--- src/rtl/img_pkg.sv ---
// Shared types for the SRAM image loader/streamer pair.
// Latency: none (types and defaults only).
// Backpressure: not applicable.
package img_pkg;

   localparam int DEF_PIX_W = 8;
   localparam int DEF_DIM_W = 8;

   typedef logic [DEF_PIX_W-1:0] pix_t;

   typedef enum logic [1:0] {
      IDLE,
      STREAM,
      DRAIN,
      DONE
   } stream_state_t;

   typedef struct packed {
      logic valid;
      logic eol;
      logic eof;
   } pix_tag_t;

endpackage

--- src/rtl/img_sram_intf.sv ---
// Row/column addressed image SRAM port; the master drives the address and controls.
// Latency: set by the SRAM behind the slave modport.
// Backpressure: none.
interface img_sram_intf #(
   parameter int PIX_W = 8,
   parameter int DIM_W = 8
);
   logic [DIM_W-1:0] row;
   logic [DIM_W-1:0] col;
   logic             sense_en;
   logic             write_en;
   logic [PIX_W-1:0] din;
   logic [PIX_W-1:0] dout;

   modport mst (output row, col, sense_en, write_en, din, input dout);
   modport slv (input row, col, sense_en, write_en, din, output dout);
endinterface

--- src/rtl/img_sram_streamer_lat_pipe.sv ---
// Reset-clearable shift register that delays a tag to line up with SRAM read data.
// Latency: DEPTH cycles from din to dout.
// Backpressure: none; it shifts every cycle.
module lat_pipe #(
   parameter type T     = logic,
   parameter int  DEPTH = 1
) (
   input  logic clk,
   input  logic rstn,
   input  T     din,
   output T     dout
);

   T stage [DEPTH];

   always_ff @(posedge clk or negedge rstn) begin
      if (!rstn) begin
         for (int i = 0; i < DEPTH; i++) stage[i] <= '0;
      end else begin
         stage[0] <= din;
         for (int i = 1; i < DEPTH; i++) stage[i] <= stage[i-1];
      end
   end

   assign dout = stage[DEPTH-1];

endmodule

--- src/rtl/img_sram_streamer.sv ---
// Streams an nrows x ncols image out of img_sram in raster order, one pixel per clock.
// Latency: first pixel RD_LAT+2 cycles after the en cycle; done one cycle after the last pixel.
// Backpressure: none; the consumer must accept every valid pixel.
module img_sram_streamer
   import img_pkg::*;
#(
   parameter int PIX_W  = DEF_PIX_W,
   parameter int DIM_W  = DEF_DIM_W,
   parameter int RD_LAT = 1
) (
   input  logic             clk,
   input  logic             rstn,
   input  logic             en,
   input  logic [DIM_W-1:0] nrows,
   input  logic [DIM_W-1:0] ncols,
   output logic [PIX_W-1:0] dout,
   output logic             dout_valid,
   output logic             dout_eol,
   output logic             dout_eof,
   output logic             busy,
   output logic             done,
   img_sram_intf.mst        sram_img
);

   stream_state_t    state, nxt_state;
   logic [DIM_W-1:0] r, c, nr, nc;
   logic             last_col, last_row;
   pix_tag_t         issue_tag, head_tag;

   // Compare against dims-1 so a 255-wide image never needs a 256 count.
   assign last_col = (c == nc - DIM_W'(1));
   assign last_row = (r == nr - DIM_W'(1));

   always_ff @(posedge clk or negedge rstn) begin
      if (!rstn) state <= IDLE;
      else       state <= nxt_state;
   end

   always_comb begin
      nxt_state = state;
      issue_tag = '0;
      case (state)
         IDLE: begin
            if (en) nxt_state = (nrows == '0 || ncols == '0) ? DONE : STREAM;
         end
         STREAM: begin
            issue_tag = '{valid: 1'b1, eol: last_col, eof: last_col && last_row};
            if (last_col && last_row) nxt_state = DRAIN;
         end
         DRAIN: begin
            if (dout_valid && dout_eof) nxt_state = DONE;
         end
         DONE: nxt_state = IDLE;
         default: nxt_state = IDLE;
      endcase
   end

   always_ff @(posedge clk or negedge rstn) begin
      if (!rstn) begin
         r  <= '0;
         c  <= '0;
         nr <= '0;
         nc <= '0;
      end else if (state == IDLE && en) begin
         r  <= '0;
         c  <= '0;
         nr <= nrows;
         nc <= ncols;
      end else if (state == STREAM) begin
         if (last_col) begin
            c <= '0;
            if (!last_row) r <= r + DIM_W'(1);
         end else begin
            c <= c + DIM_W'(1);
         end
      end
   end

   assign sram_img.sense_en = (state == STREAM);
   assign sram_img.row      = r;
   assign sram_img.col      = c;
   assign sram_img.write_en = 1'b0;
   assign sram_img.din      = '0;

   lat_pipe #(.T(pix_tag_t), .DEPTH(RD_LAT)) u_tag_pipe (
      .clk  (clk),
      .rstn (rstn),
      .din  (issue_tag),
      .dout (head_tag)
   );

   // dout holds the last pixel between frames; only the markers drop.
   always_ff @(posedge clk or negedge rstn) begin
      if (!rstn) begin
         dout       <= '0;
         dout_valid <= 1'b0;
         dout_eol   <= 1'b0;
         dout_eof   <= 1'b0;
      end else if (head_tag.valid) begin
         dout       <= sram_img.dout;
         dout_valid <= 1'b1;
         dout_eol   <= head_tag.eol;
         dout_eof   <= head_tag.eof;
      end else begin
         dout_valid <= 1'b0;
         dout_eol   <= 1'b0;
         dout_eof   <= 1'b0;
      end
   end

   assign busy = (state != IDLE);
   assign done = (state == DONE);

endmodule

--- src/flat_wrapper.sv ---
// flat-port wrapper written by rule: the top's interface ports become plain ports
module img_sram_streamer_flat import img_pkg::*;
#(
   parameter int PIX_W  = DEF_PIX_W,
   parameter int DIM_W  = DEF_DIM_W,
   parameter int RD_LAT = 1
)
  (clk, rstn, en, nrows, ncols, dout, dout_valid, dout_eol, dout_eof, busy, done, sram_img_row, sram_img_col, sram_img_sense_en, sram_img_write_en, sram_img_din, sram_img_dout);
  img_sram_intf #(.PIX_W(PIX_W), .DIM_W(DIM_W)) sram_img_i ();
  input  logic clk;
  input  logic rstn;
  input  logic en;
  input  logic [DIM_W-1:0] nrows;
  input  logic [DIM_W-1:0] ncols;
  output logic [PIX_W-1:0] dout;
  output logic dout_valid;
  output logic dout_eol;
  output logic dout_eof;
  output logic busy;
  output logic done;
  output wire logic [$bits(sram_img_i.row)-1:0] sram_img_row;
  output wire logic [$bits(sram_img_i.col)-1:0] sram_img_col;
  output wire logic [$bits(sram_img_i.sense_en)-1:0] sram_img_sense_en;
  output wire logic [$bits(sram_img_i.write_en)-1:0] sram_img_write_en;
  output wire logic [$bits(sram_img_i.din)-1:0] sram_img_din;
  input wire logic [$bits(sram_img_i.dout)-1:0] sram_img_dout;
  assign sram_img_row = sram_img_i.row;
  assign sram_img_col = sram_img_i.col;
  assign sram_img_sense_en = sram_img_i.sense_en;
  assign sram_img_write_en = sram_img_i.write_en;
  assign sram_img_din = sram_img_i.din;
  assign sram_img_i.dout = sram_img_dout;
  img_sram_streamer #(.PIX_W(PIX_W), .DIM_W(DIM_W), .RD_LAT(RD_LAT)) u_core (.clk(clk), .rstn(rstn), .en(en), .nrows(nrows), .ncols(ncols), .dout(dout), .dout_valid(dout_valid), .dout_eol(dout_eol), .dout_eof(dout_eof), .busy(busy), .done(done), .sram_img(sram_img_i));
endmodule
--- config.mk ---
export PLATFORM = sky130hd
export DESIGN_NAME = img_sram_streamer_flat
export DESIGN_NICKNAME = d
export VERILOG_FILES = /design/src/rtl/img_pkg.sv /design/src/rtl/img_sram_intf.sv /design/src/rtl/img_sram_streamer_lat_pipe.sv /design/src/rtl/img_sram_streamer.sv /design/src/flat_wrapper.sv
export SDC_FILE = /design/constraint.sdc
export NUM_CORES = 1
export LEC_CHECK = 0
export ABC_AREA = 1
export CAP_MARGIN = 5
export CORE_AREA = 2 2 71 90
export CTS_BUF_LIST = sky130_fd_sc_hd__clkbuf_16
export DETAILED_ROUTE_END_ITERATION = 7
export DIE_AREA = 0 0 73 92
export PLACE_DENSITY = 0.78
export SYNTH_ARGS = -nofsm -noshare
export SYNTH_HDL_FRONTEND = slang
export SYNTH_HIERARCHICAL = 1
export SYNTH_SLANG_ARGS = --single-unit
--- constraint.sdc ---
create_clock -name clk -period 2.4 [get_ports clk]
set_input_delay 0.24 -clock clk [delete_from_list [all_inputs] [get_ports clk]]
set_output_delay 0.24 -clock clk [all_outputs]
set_load 0.005 [all_outputs]
### Yosys cells after proc, flatten, opt, wreduce, memory -nomap -nowiden

Cells that the tools add are included.

* register bits after elaboration: 48
* bits of input ports: 27
* output and inout port bits: 39
* word-level logic and storage cells: 53

* $add $sub $neg: 4
* equality and inequality tests: 9
* mux-type cells: 16
* reductions and logical operators: 12

Operator list (number)
* two-way mux 8 bit: 7
* adder 8 x 1 -> 8 bit, second input constant: 2
* equality test 8 bit: 2
* logical NOT 8 bit: 2
* subtractor 8 x 1 -> 8 bit, second input constant: 2
* two-way mux 2 bit: 4
* one-hot mux 2 bit (4 select lines): 1
* AND reduction 3 bit: 2
* nonzero test 2 bit: 3
* equality test 2 bit, second input constant: 2
* inequality test 2 x 1 -> 1 bit, second input constant: 2
* inequality test 2 bit, second input constant: 2
* logical AND 1 bit: 3
* two-way mux 1 bit: 3
* two-way mux 3 bit: 1
* equality test 2 x 1 -> 1 bit, second input constant: 1
* logical NOT 2 bit: 1
* logical OR 1 bit: 1

### Longest topological paths before layout

* word-level depth: 6
* depth in mapped cells: 15
* mapped depth without buffers: 14

### Hierarchy

Netlist, hierarchy kept.

By module, submodules not included
* img_sram_streamer: times used 1, cells each 357, area each 2788.9 µm², seq. area each 1126.1 µm²
* lat_pipe: times used 1, cells each 3, area each 75.1 µm², seq. area each 75.1 µm²

### Worst setup path before layout

OpenSTA, ideal clock, no wires.

* kind: register to register
* from: reg u_core.nr[0]
* to: reg u_core.state[0]
* setup time: 0.117 ns
* arrival: 1.651 ns
* required time: 2.283 ns
* path slack: 0.632 ns
* cell stages (with the launch flop): 16
* path buffers: 1
* period minus slack after synthesis: 1.768 ns
* cell sequence: dfrtp_1 inv_1 ha_1 inv_1 nand2_1 nand2_1 nand2_1 nor2_1 nand3_1 nor2_1 nand3_2 buf_6 nand2_4 nand3_2 nand2_1 nand2_1

* cells in the longest elaborated chain, start to end: 5

RTL lines
* start, declared: line img_sram_streamer.sv:26 `logic [DIM_W-1:0] r, c, nr, nc;`
* start signal, assigned: line img_sram_streamer.sv:67 `nr <= nrows;`
* subtractor 8 x 1 -> 8 bit: line img_sram_streamer.sv:32 `assign last_row = (r == nr - DIM_W'(1));`
* equality test 8 bit: line img_sram_streamer.sv:32
* logical AND 1 bit: line img_sram_streamer.sv:48 `if (last_col && last_row) nxt_state = DRAIN;`
* inequality test 2 x 1 -> 1 bit (no line)
* AND reduction 3 bit (no line)
* end signal, assigned: line img_sram_streamer.sv:36 `else state <= nxt_state;`
* end, declared: line img_sram_streamer.sv:25 `stream_state_t state, nxt_state;`

Every way passes these cells.
A chain may end at the register's enable or synchronous reset.

### Worst setup path after layout

* from: reg u_core.nr[0]
* to: reg u_core.r[6], in the netlist u_core/sram_img.row[6]

* cells in the longest elaborated chain, start to end: 4

RTL lines
* subtractor 8 x 1 -> 8 bit: line img_sram_streamer.sv:32
* equality test 8 bit: line img_sram_streamer.sv:32
* inequality test 2 bit (no line)
* AND reduction 3 bit (no line)
* end signal, assigned: line img_sram_streamer.sv:72 `if (!last_row) r <= r + DIM_W'(1);`
* end, declared: line img_sram_streamer.sv:26

Every way passes these cells.

==> flow_metrics.py <==
metrics = {
    "outcome": {
        "outcome": "completed",
    },
    "grt": {
        "grt_pass1_wl_mm": 10.67,
        "grt_max_degree": 33,
        "grt_pass1_vias": 2414,
        "grt.overflow.total": 0,
        "antenna_found_initial": 0,
        "globalRouteTotalUtil": 0.2013,
    },
    "clock_tree": {
        "insertion_delay_ns": 0.29,
        "cts_made_buffers": 5,
        "ctsRootBufferMaster": "clkbuf_16",
        "h-tree-depth": 2,
        "cts.sinks": 48,
        "ctsLongestPathBuffers": 2,
        "cts_tree": "yes",
        "postCtsSetupBuffers": 0,
        "clk_pin_slew_worst_paths_ns": 0.06,
    },
    "finish": {
        "syn_to_final_growth_pct": 25.78,
        "diodes": 0,
        "nets": 455,
        "fillerInstances": 515,
        "final_common_cell": "nand2_1",
        "drive_gt1_frac": 0.09048,
        "final_cell_mix": "nand2_1, clkdlybuf4s50_1, dfrtp_1",
    },
    "flow_run": {
        "maxCapViolCount": 0,
    },
    "power": {
        "peakVddDrop_mv": 0.4631,
        "p_leak_uw": 0.001786,
        "p_per_area_nw_per_um2": 1032,
    },
    "drt": {
        "wirelength_mm": 6.280,
        "drc": 0,
        "ant_nets": 0,
        "dr.pass1.iters": 4,
        "vias_per_cell": 5.078,
        "drt_iter0_markers": 117,
        "routed-via-count": 2478,
        "wl_per_cell_um": 12.87,
    },
    "critical_path": {
        "reg2regPathDepth": 12,
        "cp-start-kind": "register",
        "path_max_fanout": 11,
        "reg2reg_slack_ns": 0.32,
        "timing.critical_path.to_type": "register",
        "arrival_ns": 2.30,
        "reg2reg_to": "u_core/sram_img.row[6]",
        "critPathKind": "reg -> reg",
        "worstPathRequired_ns": 2.63,
        "r2r_start": "u_core/nr[0]",
    },
    "timing": {
        "fin_hold_ws_ns": 0.3988,
        "tightest_slew_ns": 0.6558,
        "rsz0062_at_grt": "false",
        "fmax_mhz": 481.6,
        "slew_viol_final": 0,
        "fin_crit_ns": 2.076,
        "relSlewSlack": 0.5601,
        "finClkSkew_ns": 0.004428,
        "finalSetupViolCount": 0,
        "period_share": 0.8651,
        "hold_viol_final": 0,
        "fin_setup_tns_ns": 0,
    },
    "place": {
        "place_hpwl_mm": 4.749,
        "portBuffers": 56,
        "gp_congestion": 0.8621,
    },
    "floorplan": {
        "die_area_um2": 6716,
        "start_util": 0.4801,
        "coreArea_um2": 5966,
        "rows": 32,
        "dieWidth_um": 73,
        "pin_count": 66,
        "die-height_um": 92,
    },
    "logic_synthesis": {
        "ys_seq_elements": 48,
        "synth_edf_count": 0,
        "synthArstFlopShare": 1.000,
        "ys_seq_area_frac": 0.4194,
        "yosysWarnings": 6,
        "synth_area_um2": 2864,
        "yosysUniqueCellTypes": 33,
        "synth_top_flop_cell": "dfrtp_1",
        "synth.avg_cell_area_um2": 7.956,
        "syn_inst": 360,
    },
    "hold_path": {
        "hold_class": "in -> async",
    },
}
layer usage:
layer  GRT usage  vias to the layer above  routed length (µm)
met4     0.07870                        0                 169
met3     0.03407                       13                 223
met1      0.2441                     1159                2596
met2      0.3476                       50                3291
met5           0                        -                   0
li1            -                     1256                   -
through the flow:
step	setup slack [ns]	utilization	area, µm²	cells	power [µW]
2_1_floorplan	0.6316	-	2894	368	2483
3_3_place_gp	0.4130	0.5786	3452	479	3005
3_5_place_dp	0.3742	0.5786	3452	479	3053
4_1_cts	0.3102	0.6038	3602	488	3740
5_1_grt	0.07892	0.6038	3602	488	4037
6_report	0.3237	0.6038	3602	488	3718
layout make-up:
type | instances | area (µm²) | area share
Clock buffer | 5 | 125.1 | 0.03473
Clock inverter | 3 | 15.01 | 0.004168
Inverter | 49 | 183.9 | 0.05106
Multi-Input combinational cell | 256 | 1411 | 0.3918
Sequential cell | 48 | 1201 | 0.3334
Tap cell | 68 | 85.08 | 0.02362
Timing Repair Buffer | 59 | 580.6 | 0.1612
cells in the mapped netlist (4+ instances only):
cell | count | area, µm²
buf_4 | 9 | 67.56
ha_1 | 9 | 112.6
xor2_1 | 13 | 113.9
dfrtp_1 | 48 | 1201
nor2_1 | 19 | 71.32
nand3_1 | 28 | 140.1
inv_1 | 42 | 157.7
clkbuf_1 | 5 | 18.77
nand4_1 | 12 | 75.07
xnor2_1 | 5 | 43.79
nor4_1 | 4 | 25.02
mux2_2 | 8 | 90.09
nand2_1 | 104 | 390.4
o21ai_0 | 16 | 80.08
nor3_1 | 4 | 20.02
o22ai_1 | 5 | 31.28
inv_2 | 6 | 22.52
registers in the layout, summed over array words and instances (netlist names):
name and count:
u_core/dout 8, u_core/nc 8, u_core/nr 8, u_core/sram_img.col 8, u_core/sram_img.row 8, u_core/u_tag_pipe/dout 3, u_core/state 2, u_core/dout_eof 1
u_core/dout_eol 1, u_core/dout_valid 1
kinds of logic after synthesis:
group | Yosys count | synth area share
and+or+nand+nor | 187 | 0.3080
buffers and inverters | 64 | 0.09829
DFF | 48 | 0.4194
AOI/OAI and AO/OA | 25 | 0.04718
xor gates and xnor gates | 18 | 0.05505
adders and majority gates | 9 | 0.03932
muxes | 8 | 0.03146
other | 1 | 0.001309
worst max-delay path, cell delays in order (launching register included):
cell and delay [ns]:
dfrtp_1 0.40, inv_1 0.16, ha_1 0.21, nand2_1 0.09
nor2_1 0.14, nor2_1 0.07, nor2_1 0.08, nand3_1 0.07
nor2_1 0.13, nand3_2 0.25, nand2_4 0.21, nand3_1 0.10
nand2_1 0.09
worst max path at each step:
stage                       startpoint                     end  slack [ns]  cells after the start
after floorplan           u_core/nr[0]         u_core/state[0]        0.63                     15
after global placement    u_core/nr[0]         u_core/state[1]        0.41                     13
after detailed placement  u_core/nr[0]         u_core/state[0]        0.37                     13
after CTS                 u_core/nr[0]  u_core/sram_img.row[6]        0.31                     12
after global routing      u_core/nr[0]         u_core/state[1]        0.08                     13
final                     u_core/nr[0]  u_core/sram_img.row[6]        0.32                     12
report_power, final:
part / total [µW] / internal [µW] / switching, µW
sequential: 1310 / 1060 / 243
combinational: 1740 / 767 / 970
clock: 673 / 379 / 294
timing repair:
| action | in CTS | in global routing |
|---|---|---|
| endpoints found under the setup margin | 0 | 0 |
| hold endpoints to repair | 16 | 0 |
| hold buffers | 1 | 0 |
| gates resized for setup | 0 | 0 |
Power figures use the tool's default switching activity.
